**src/rtl/dma_desc_sequencer_pkg.sv**
```systemverilog
`default_nettype none
// +--------------------------------------------------------------------+
// | hansen_dma_pkg: shared encodings for the DMA descriptor sequencer  |
// | Revision: 1.0                                                      |
// +--------------------------------------------------------------------+
package hansen_dma_pkg;

  typedef enum logic [2:0] {
    ST_IDLE  = 3'd0,
    ST_FETCH = 3'd1,
    ST_PROG  = 3'd2,
    ST_WAIT  = 3'd3,
    ST_NEXT  = 3'd4,
    ST_DONE  = 3'd5
  } seq_state_e;

  // DMA controller config register offsets
  localparam logic [31:0] DMA_SRC_OFS  = 32'h0;
  localparam logic [31:0] DMA_DST_OFS  = 32'h4;
  localparam logic [31:0] DMA_LEN_OFS  = 32'h8;
  localparam logic [31:0] DMA_CTRL_OFS = 32'hC;

  // Descriptor word indices (byte offset = index * 4)
  localparam logic [1:0] DESC_SRC_IDX  = 2'd0;
  localparam logic [1:0] DESC_DST_IDX  = 2'd1;
  localparam logic [1:0] DESC_LEN_IDX  = 2'd2;
  localparam logic [1:0] DESC_NEXT_IDX = 2'd3;

  // Sequencer register offsets, decoded on s_addr[3:0]
  localparam logic [3:0] SEQ_HEAD_OFS = 4'h0;
  localparam logic [3:0] SEQ_CTRL_OFS = 4'h4;

endpackage
`default_nettype wire

```
**src/rtl/dma_desc_sequencer_fetch.sv**
```systemverilog
`default_nettype none
// +--------------------------------------------------------------------+
// | dma_desc_fetch: 4-word req/ack descriptor reader with capture regs |
// | Revision: 1.0                                                      |
// +--------------------------------------------------------------------+
module dma_desc_fetch
  import hansen_dma_pkg::*;
(
  input  logic        clk,
  input  logic        reset,
  input  logic        start_i,
  input  logic [31:0] base_i,
  input  logic        stop_i,
  output logic        req_o,
  output logic [31:0] addr_o,
  input  logic        ack_i,
  input  logic [31:0] data_i,
  output logic        ack_o,
  output logic        last_o,
  output logic [31:0] src_o,
  output logic [31:0] dst_o,
  output logic [31:0] len_o,
  output logic [31:0] next_o
);

  logic             req_q;
  logic [31:0]      addr_q;
  logic [1:0]       idx_q;
  logic [3:0][31:0] word_q;

  assign ack_o  = req_q & ack_i;
  assign last_o = ack_o & (idx_q == DESC_NEXT_IDX);
  assign req_o  = req_q;
  assign addr_o = addr_q;
  assign src_o  = word_q[DESC_SRC_IDX];
  assign dst_o  = word_q[DESC_DST_IDX];
  assign len_o  = word_q[DESC_LEN_IDX];
  assign next_o = word_q[DESC_NEXT_IDX];

  // A stop only takes effect on an ack edge so a request is never withdrawn
  always_ff @(posedge clk or posedge reset) begin
    if (reset) begin
      req_q  <= 1'b0;
      addr_q <= 32'd0;
      idx_q  <= 2'd0;
      word_q <= '0;
    end else if (start_i) begin
      req_q  <= 1'b1;
      addr_q <= {base_i[31:2], 2'b00};
      idx_q  <= 2'd0;
    end else if (ack_o) begin
      word_q[idx_q] <= data_i;
      idx_q         <= idx_q + 2'd1;
      addr_q        <= addr_q + 32'd4;
      if (stop_i || last_o) begin
        req_q <= 1'b0;
      end
    end
  end

endmodule
`default_nettype wire

```
**src/rtl/dma_desc_sequencer.sv**
```systemverilog
`default_nettype none
// +--------------------------------------------------------------------+
// | dma_desc_sequencer: walks a descriptor list and programs the DMA   |
// | Revision: 1.0                                                      |
// +--------------------------------------------------------------------+
module dma_desc_sequencer
  import hansen_dma_pkg::*;
#(
  parameter int MAX_DESC     = 256,
  parameter int WAIT_TIMEOUT = 65535,
  parameter int CNT_W        = 16
) (
  input  logic             clk,
  input  logic             reset,
  input  logic [31:0]      s_addr,
  input  logic [31:0]      s_wdata,
  input  logic             s_we,
  output logic             rd_req,
  output logic [31:0]      rd_addr,
  input  logic             rd_ack,
  input  logic [31:0]      rd_data,
  output logic [31:0]      dma_cfg_addr,
  output logic [31:0]      dma_cfg_wdata,
  output logic             dma_cfg_we,
  input  logic             dma_irq_done,
  output logic             busy,
  output logic [CNT_W-1:0] desc_count,
  output logic             irq_chain_done,
  output logic             err,
  output logic             aborted
);

  localparam int               TMR_W   = $clog2(WAIT_TIMEOUT + 1);
  localparam logic [CNT_W-1:0] CNT_MAX = {CNT_W{1'b1}};

  seq_state_e       state_q;
  logic [31:0]      head_q;
  logic             abort_q;
  logic [1:0]       prog_idx_q;
  logic [TMR_W-1:0] tmr_q;
  logic             busy_q, err_q, aborted_q, irq_q, cfg_we_q;
  logic [31:0]      cfg_addr_q, cfg_wdata_q;
  logic [CNT_W-1:0] cnt_q;

  logic        w_ctrl_wr, w_head_wr, w_start, w_abort_req;
  logic        w_fetch_start, w_fetch_ack, w_fetch_last, w_next_ok;
  logic [31:0] w_fetch_base, w_src, w_dst, w_len, w_next;
  logic [1:0]  w_prog_nxt;
  logic [31:0] w_prog_addr, w_prog_data;
  logic        w_unused_addr;

  assign w_ctrl_wr     = s_we && (s_addr[3:0] == SEQ_CTRL_OFS);
  assign w_head_wr     = s_we && (s_addr[3:0] == SEQ_HEAD_OFS);
  assign w_start       = w_ctrl_wr && s_wdata[0] && (state_q == ST_IDLE);
  assign w_abort_req   = abort_q || (w_ctrl_wr && s_wdata[1] && busy_q);
  assign w_next_ok     = (w_next != 32'd0) && (cnt_q != CNT_W'(MAX_DESC));
  assign w_fetch_start = w_start || ((state_q == ST_NEXT) && !w_abort_req && w_next_ok);
  assign w_fetch_base  = (state_q == ST_IDLE) ? head_q : w_next;
  assign w_prog_nxt    = prog_idx_q + 2'd1;
  assign w_unused_addr = ^s_addr[31:4];

  dma_desc_fetch u_fetch (
    .clk     (clk),
    .reset   (reset),
    .start_i (w_fetch_start),
    .base_i  (w_fetch_base),
    .stop_i  (w_abort_req),
    .req_o   (rd_req),
    .addr_o  (rd_addr),
    .ack_i   (rd_ack),
    .data_i  (rd_data),
    .ack_o   (w_fetch_ack),
    .last_o  (w_fetch_last),
    .src_o   (w_src),
    .dst_o   (w_dst),
    .len_o   (w_len),
    .next_o  (w_next)
  );

  always_comb begin
    w_prog_addr = DMA_SRC_OFS;
    w_prog_data = w_src;
    case (w_prog_nxt)
      2'd1:    begin w_prog_addr = DMA_DST_OFS;  w_prog_data = w_dst; end
      2'd2:    begin w_prog_addr = DMA_LEN_OFS;  w_prog_data = w_len; end
      2'd3:    begin w_prog_addr = DMA_CTRL_OFS; w_prog_data = 32'd1; end
      default: ;
    endcase
  end

  always_ff @(posedge clk or posedge reset) begin
    if (reset) begin
      state_q     <= ST_IDLE;
      head_q      <= 32'd0;
      abort_q     <= 1'b0;
      prog_idx_q  <= 2'd0;
      tmr_q       <= '0;
      busy_q      <= 1'b0;
      err_q       <= 1'b0;
      aborted_q   <= 1'b0;
      irq_q       <= 1'b0;
      cfg_we_q    <= 1'b0;
      cfg_addr_q  <= 32'd0;
      cfg_wdata_q <= 32'd0;
      cnt_q       <= '0;
    end else begin
      irq_q <= 1'b0;
      if (w_head_wr && (state_q == ST_IDLE)) begin
        head_q <= s_wdata;
      end
      // Abort is latched here and overridden below wherever the chain ends
      if (w_abort_req) begin
        abort_q <= 1'b1;
      end
      case (state_q)
        ST_IDLE: begin
          if (w_start) begin
            busy_q    <= 1'b1;
            err_q     <= 1'b0;
            aborted_q <= 1'b0;
            cnt_q     <= '0;
            abort_q   <= 1'b0;
            state_q   <= ST_FETCH;
          end
        end
        ST_FETCH: begin
          if (w_fetch_ack && w_abort_req) begin
            aborted_q <= 1'b1;
            busy_q    <= 1'b0;
            abort_q   <= 1'b0;
            state_q   <= ST_IDLE;
          end else if (w_fetch_last) begin
            if (w_len == 32'd0) begin
              state_q <= ST_NEXT;
            end else begin
              cfg_we_q    <= 1'b1;
              cfg_addr_q  <= DMA_SRC_OFS;
              cfg_wdata_q <= w_src;
              prog_idx_q  <= 2'd0;
              state_q     <= ST_PROG;
            end
          end
        end
        ST_PROG: begin
          if (prog_idx_q == 2'd3) begin
            cfg_we_q <= 1'b0;
            tmr_q    <= '0;
            state_q  <= ST_WAIT;
          end else begin
            prog_idx_q  <= w_prog_nxt;
            cfg_addr_q  <= w_prog_addr;
            cfg_wdata_q <= w_prog_data;
          end
        end
        ST_WAIT: begin
          if (dma_irq_done) begin
            if (cnt_q != CNT_MAX) begin
              cnt_q <= cnt_q + CNT_W'(1);
            end
            state_q <= ST_NEXT;
          end else if (tmr_q == TMR_W'(WAIT_TIMEOUT - 1)) begin
            err_q   <= 1'b1;
            busy_q  <= 1'b0;
            abort_q <= 1'b0;
            state_q <= ST_IDLE;
          end else begin
            tmr_q <= tmr_q + TMR_W'(1);
          end
        end
        ST_NEXT: begin
          if (w_abort_req) begin
            aborted_q <= 1'b1;
            busy_q    <= 1'b0;
            abort_q   <= 1'b0;
            state_q   <= ST_IDLE;
          end else if (w_next == 32'd0) begin
            irq_q   <= 1'b1;
            state_q <= ST_DONE;
          end else if (!w_next_ok) begin
            err_q   <= 1'b1;
            busy_q  <= 1'b0;
            state_q <= ST_IDLE;
          end else begin
            state_q <= ST_FETCH;
          end
        end
        ST_DONE: begin
          busy_q  <= 1'b0;
          abort_q <= 1'b0;
          state_q <= ST_IDLE;
        end
        default: state_q <= ST_IDLE;
      endcase
    end
  end

  assign dma_cfg_addr   = cfg_addr_q;
  assign dma_cfg_wdata  = cfg_wdata_q;
  assign dma_cfg_we     = cfg_we_q;
  assign busy           = busy_q;
  assign desc_count     = cnt_q;
  assign irq_chain_done = irq_q;
  assign err            = err_q;
  assign aborted        = aborted_q;

endmodule
`default_nettype wire
```
**config.mk**
```make
export PLATFORM = sky130hd
export DESIGN_NAME = dma_desc_sequencer
export DESIGN_NICKNAME = d
export VERILOG_FILES = /design/src/rtl/dma_desc_sequencer_pkg.sv /design/src/rtl/dma_desc_sequencer_fetch.sv /design/src/rtl/dma_desc_sequencer.sv
export SDC_FILE = /design/constraint.sdc
export NUM_CORES = 1
export LEC_CHECK = 0
export CORE_MARGIN = 4
export CORE_UTILIZATION = 30
export CTS_BUF_LIST = sky130_fd_sc_hd__clkbuf_8
export DETAILED_ROUTE_END_ITERATION = 16
export GPL_ROUTABILITY_DRIVEN = 1
export PLACE_DENSITY = 0.58
export SLEW_MARGIN = 20
export SYNTH_ARGS = -nofsm -noshare
export SYNTH_HDL_FRONTEND = slang
export SYNTH_SLANG_ARGS = --single-unit
```
**constraint.sdc**
```tcl
create_clock -name clk -period 9.6 [get_ports clk]
set_input_delay 1.92 -clock clk [delete_from_list [all_inputs] [get_ports clk]]
set_output_delay 1.92 -clock clk [all_outputs]
set_load 0.005 [all_outputs]
```
---- Word-level counts from Yosys, hierarchy flattened ----
Index checks and enable logic that the tools add are counted.
Widths: inputs -> output; s select.
storage, ports and cells
  bits in registers ....................... 302
  input port bits ......................... 101
  output and inout bits ................... 118
  word-level logic and storage cells ...... 183
operators by class
  add/subtract/negate cells ............... 5
  magnitude comparators ................... 2
  equality and inequality tests ........... 34
  muxes and demuxes ....................... 80
  bitwise operators ....................... 3
  reductions and logical operators ........ 39
operators by type and width
  operator               count
  $mux 32                12
  $bwmux 128             1
  $pmux 32 s2            2
  $mux 16                6
  $pmux 32 s3            1
  $demux 32 s2           1
  $logic_not 32->1       2
  $pmux 16 s2            2
  $add 16x1->16 const B  2
  $add 32x3->32 const B  1
  $mux 1                 32
  $reduce_bool 32->1     1
  $ne 2x2->1 const B     14
  $mux 3                 9
  $eq 16x16->1 const B   1
  $ne 16x16->1 const B   1
  $ne 16x9->1 const B    1
  $reduce_and 4->1       4
  $pmux 3 s5             1
  $reduce_and 7->1       2
  $logic_and 1x1->1      12
  $mux 2                 6
  $pmux 4 s3             1
  $pmux 1 s5             2
  other kinds (26)       46

---- Logic depth before layout (Yosys ltp) ----
  depth after elaboration ................. 11
  gate-level depth with buffers ........... 8
  mapped depth without buffers ............ 7

---- Modules after synthesis ----
From an unflattened synthesis, not the netlist that was laid out.
unflattened totals
  cell total of the unflattened synthesis .. 1173
  area total of the unflattened synthesis .. 12948.7 µm²
by module, submodules not included
  module              instances  cells each  area each (µm²)
  dma_desc_fetch      1          492         6622.6
  dma_desc_sequencer  1          681         6326.1

---- Least setup slack after synthesis ----
Ideal clock, no wire load.
  kind .................................... input -> register
  start point ............................. input port s_addr[3]
  end point ............................... register u_fetch.word_q (netlist bit u_fetch.next_o[0])
  library setup time ...................... 0.127 ns
  arrival ................................. 3.619 ns
  required time ........................... 9.473 ns
  path slack .............................. 5.853 ns
  stages on the path ...................... 7
  buffers on the path ..................... 2
  path through ............................ nor4b_4 -> nand3_1 -> or3_4 -> buf_6 -> o211ai_4 -> buf_6 -> mux2_1
between the ends
  word-level cells in the longest chain between the ends .. 11
  elaborated cells on any way between the ends .. 13
  classes of those cells .................. 1 x eq/ne; 1 x bitwise; 11 x reduce/logical
RTL lines
  item                             line                            RTL
  start: declaration               dma_desc_sequencer.sv:15        input logic [31:0] s_addr,
  $eq 4x3->1 *                     dma_desc_sequencer.sv:52        assign w_ctrl_wr = s_we && (s_addr[3:0] == SEQ_CTRL_OFS);
  $logic_and 1x1->1 *              dma_desc_sequencer.sv:52
  $logic_and 1x1->1 (2 in series)  dma_desc_sequencer.sv:55        assign w_abort_req = abort_q || (w_ctrl_wr && s_wdata[1] && busy_q);
  $logic_or 1x1->1                 dma_desc_sequencer.sv:55
  $logic_not 1->1                  dma_desc_sequencer.sv:57        assign w_fetch_start = w_start || ((state_q == ST_NEXT) && !w_abort_req && w_next_ok);
  $logic_and 1x1->1 (2 in series)  dma_desc_sequencer.sv:57
  $logic_or 1x1->1 *               dma_desc_sequencer.sv:57
  $not 1->1 (no line) *            -
  $reduce_and 2->1 (no line) *     -
  end signal: indexed assignment   dma_desc_sequencer_fetch.sv:52  word_q[idx_q] <= data_i;
  end: declaration                 dma_desc_sequencer_fetch.sv:29  logic [3:0][31:0] word_q;
Every way passes the cells marked *; elsewhere a longest branch is shown, timed or not.
A chain may end at the register's enable or synchronous reset.

---- Worst setup path in the final report ----
  start point ............................. input port s_addr[3]
  end point ............................... register u_fetch.word_q (netlist bit u_fetch.src_o[10])
Same word-level chain as after synthesis.

==> flow_metrics.tcl <==
set metrics [dict create \
    async_reset_ff_frac 1.000 \
    place.gp.congestion 0.8326 \
    ys_warn_count 0 \
    wl_met2_um 16190 \
    nNetsFinal 1345 \
    p_leak_nw 6.980 \
    critPathArrivalTime_ns 4.64 \
    drt-total-wl_um 34620 \
    track_usage 0.1461 \
    die_w_um 216.2 \
    clkSinkCount 266 \
    finalCritPeriodShare 0.4366 \
    postRouteAntennaNets 0 \
    power_density_nw_per_um2 299.1 \
    dieArea_um2 46760 \
    place_worst_setup_slack_ns 4.859 \
    hold_buffers 0 \
    die_h_um 216.2 \
    timing.fmax_mhz 238.6 \
    vias_per_cell 4.870 \
    timing.rr.end "u_fetch.addr_o[31]" \
    rsz0062_at_grt "false" \
    critical_path_class "in2reg" \
    avgSynthCellArea_um2 12.24 \
    cp_max_fo 32 \
    endpoint "u_fetch.src_o[10]" \
    grt_max_degree 174 \
    core_um2 42980 \
    finalHoldViolations 0 \
    synth_area_leaders "dfrtp_1, mux2_2, mux2i_1" \
    num_vias 9010 \
    grt_pass1_vias 9406 \
    end_kind "flip-flop" \
    cp-start-kind "input pin" \
    final_util 0.3727 \
    dp_cells 1765 \
    crit_path_top_delay_cell "nor4b_4" \
    path_cells "clkdlybuf4s50_1 > nor4b_4 > nand3_1 > or3_4 > o2111ai_4 > buf_4 > mux2_2" \
    yosys.area.top_type "dfrtp_1" \
    final_area_um2 16020 \
    htreeDepth 2 \
    ir_drop_mv 0.1790 \
    finalSetupViolations 0 \
    fillers 4210 \
    routedWlPerCell_um 18.71 \
    first_pass_iters 5 \
    cts_resized 0 \
    cts_tree "done" \
    netlist.area_leader.share 0.5117 \
    worstMarginPinSlew_ns 1.023 \
    cap_violations 0 \
    dpl_cell_area_um2 15010 \
    pin_count 219 \
    r2r_start "state_q[2]" \
    cts_buffers 49 \
    worst-r2r-setup-slack_ns 6.48 \
    clk_pin_slew_ns 0.06 \
    slew_headroom 0.3177 \
    holdCritPathClass "reg2reg" \
    min_period_ns 4.191 \
    clk_latency_ns 0.58 \
    drt_first_iter_violations 513 \
    reg2reg_depth 6 \
    dp_hpwl_um 23770 \
    drive_gt1_frac 0.2041 \
    status "completed" \
    area_growth_pct 23.15 \
    start_util 0.3027 \
    synthCells 1063 \
    drv_slew 0 \
    yosysSeqAreaShare 0.5117 \
    synth_ff_type "dfrtp_1" \
    wl_met3_um 2131 \
    synth-seq-cells 266 \
    final_cells 1850 \
    num_rows 76 \
    io_buffer_count 158 \
    antenna_found_initial 2 \
    clockBufferDepth 3 \
    syn-cell-area_um2 13010 \
    postCtsSetupBuffers 0 \
    synth_edf_count 0 \
    overflow 0 \
    final.setup.worst_slack_ns 5.409 \
    required_ns 10.05 \
    skew_ns 0.02254 \
    wl_met1_um 15700 \
    top_layer_used "met5" \
    grt_pass1_wl_um 54600 \
    cpPeakStageDelay_ns 0.54 \
    clockRootBuffer "clkbuf_8" \
    final.setup.tns_ns 0 \
    drc 0 \
    crit_path_start "s_addr[3]" \
    synth_cell_type_count 65 \
]
## flip-flops by register name, summed over array words and instances, names as in the netlist
name and flops:
dma_cfg_wdata 32, u_fetch.dst_o 32, u_fetch.len_o 32, u_fetch.next_o 32, u_fetch.src_o 32, head_q 30, u_fetch.addr_o 30, desc_count 16
tmr_q 16, state_q 3, u_fetch.idx_q 2, abort_q 1, aborted 1, busy 1, dma_cfg_addr 1, dma_cfg_we 1
err 1, irq_chain_done 1, prog_idx_q 1, u_fetch.req_o 1
## worst min-delay path by stage
stage                 startpoint           endpoint  slack, ns  depth (start not counted)
2_1_floorplan  u_fetch.next_o[1]  u_fetch.next_o[1]       0.46                          1
3_3_place_gp   u_fetch.src_o[14]  u_fetch.src_o[14]       0.47                          1
3_5_place_dp   u_fetch.next_o[1]  u_fetch.next_o[1]       0.48                          1
4_1_cts        u_fetch.src_o[15]  u_fetch.src_o[15]       0.50                          1
5_1_grt        u_fetch.dst_o[23]  u_fetch.dst_o[23]       0.51                          1
6_report       u_fetch.src_o[15]  u_fetch.src_o[15]       0.49                          1
## worst max-delay path: cells and delay by family
family | cells | cell delay (ns)
AO/OA/AOI/OAI | 1 | 0.10
AND/OR/NAND/NOR | 3 | 1.28
multiplexers | 1 | 0.40
buffers and inverters | 2 | 0.91
## routing by layer
metal  track usage  vias to the layer above
met5             0                        -
met4       0.03648                        2
met3       0.03828                       48
met2        0.2368                      223
met1        0.1962                     4554
li1              -                     4183
## metrics by stage
step	power [W]	hold slack, ns
detailed placement	0.003718	0.4825
CTS	0.004871	0.4974
global route	0.005132	0.5133
global placement	0.003671	0.4738
finish	0.004792	0.4937
floorplan	0.002999	0.4646
## Yosys cell counts, types with 15 or more instances
| library cell | count |
|---|---|
| mux2i_1 | 68 |
| a22oi_1 | 33 |
| nand3_1 | 19 |
| nand4_1 | 15 |
| buf_4 | 36 |
| dfrtp_1 | 266 |
| mux2_2 | 151 |
| nor4_1 | 24 |
| clkbuf_1 | 29 |
| a21oi_1 | 48 |
| xnor2_1 | 17 |
| inv_1 | 19 |
| mux2_1 | 41 |
| nor2_1 | 52 |
| nand2_1 | 49 |
## cell usage in the layout (no fill, tap or decap), drive strengths merged, types with 7 or more instances in the layout
cell type | synthesis | final
nand3 | 19 | 19
and4 | 10 | 10
buf | 57 | 14
inv | 19 | 37
nor3 | 9 | 9
conb | 1 | 32
mux2 | 192 | 192
nand4 | 15 | 15
nor2 | 52 | 52
clkdlybuf4s50 | 0 | 158
mux2i | 68 | 68
a22oi | 33 | 33
xnor2 | 17 | 17
xor2 | 13 | 13
a21oi | 48 | 48
and2 | 9 | 9
ha | 13 | 13
and3 | 12 | 12
a21o | 9 | 9
nand2b | 7 | 7
nand2 | 49 | 49
o21ai | 10 | 10
clkbuf | 29 | 59
nor4 | 24 | 24
dfrtp | 266 | 266
## cell type report
class                      count  area [um2]  share of cell area
multi-input combinational    723        5849              0.3651
tap                          585       732.0             0.04569
antenna                        1       2.502           0.0001562
sequential                   266        6656              0.4155
timing repair buffer         172        1699              0.1061
clock buffer                  59       812.0             0.05069
clock inverter                25       190.2             0.01187
inverter                      19       78.83            0.004920
## where the power goes
group          total (W)  switching, W  internal, W
logic            0.00176      0.000812     0.000951
registers        0.00191      0.000345      0.00157
clock network    0.00112      0.000480     0.000635
## logic make-up (layout without fill, tap and decap cells)
family | after synthesis | count (layout) | share of synthesized area
compound gates | 152 | 152 | 0.08906
fa+ha+maj | 13 | 13 | 0.01250
flops | 266 | 266 | 0.5117
other cells | 1 | 33 | 0.0002883
buf+inv | 105 | 275 | 0.04896
simple gates | 236 | 236 | 0.09878
xor+xnor | 30 | 30 | 0.02020
mux | 260 | 260 | 0.2185
(Power assumes the default switching activity.)
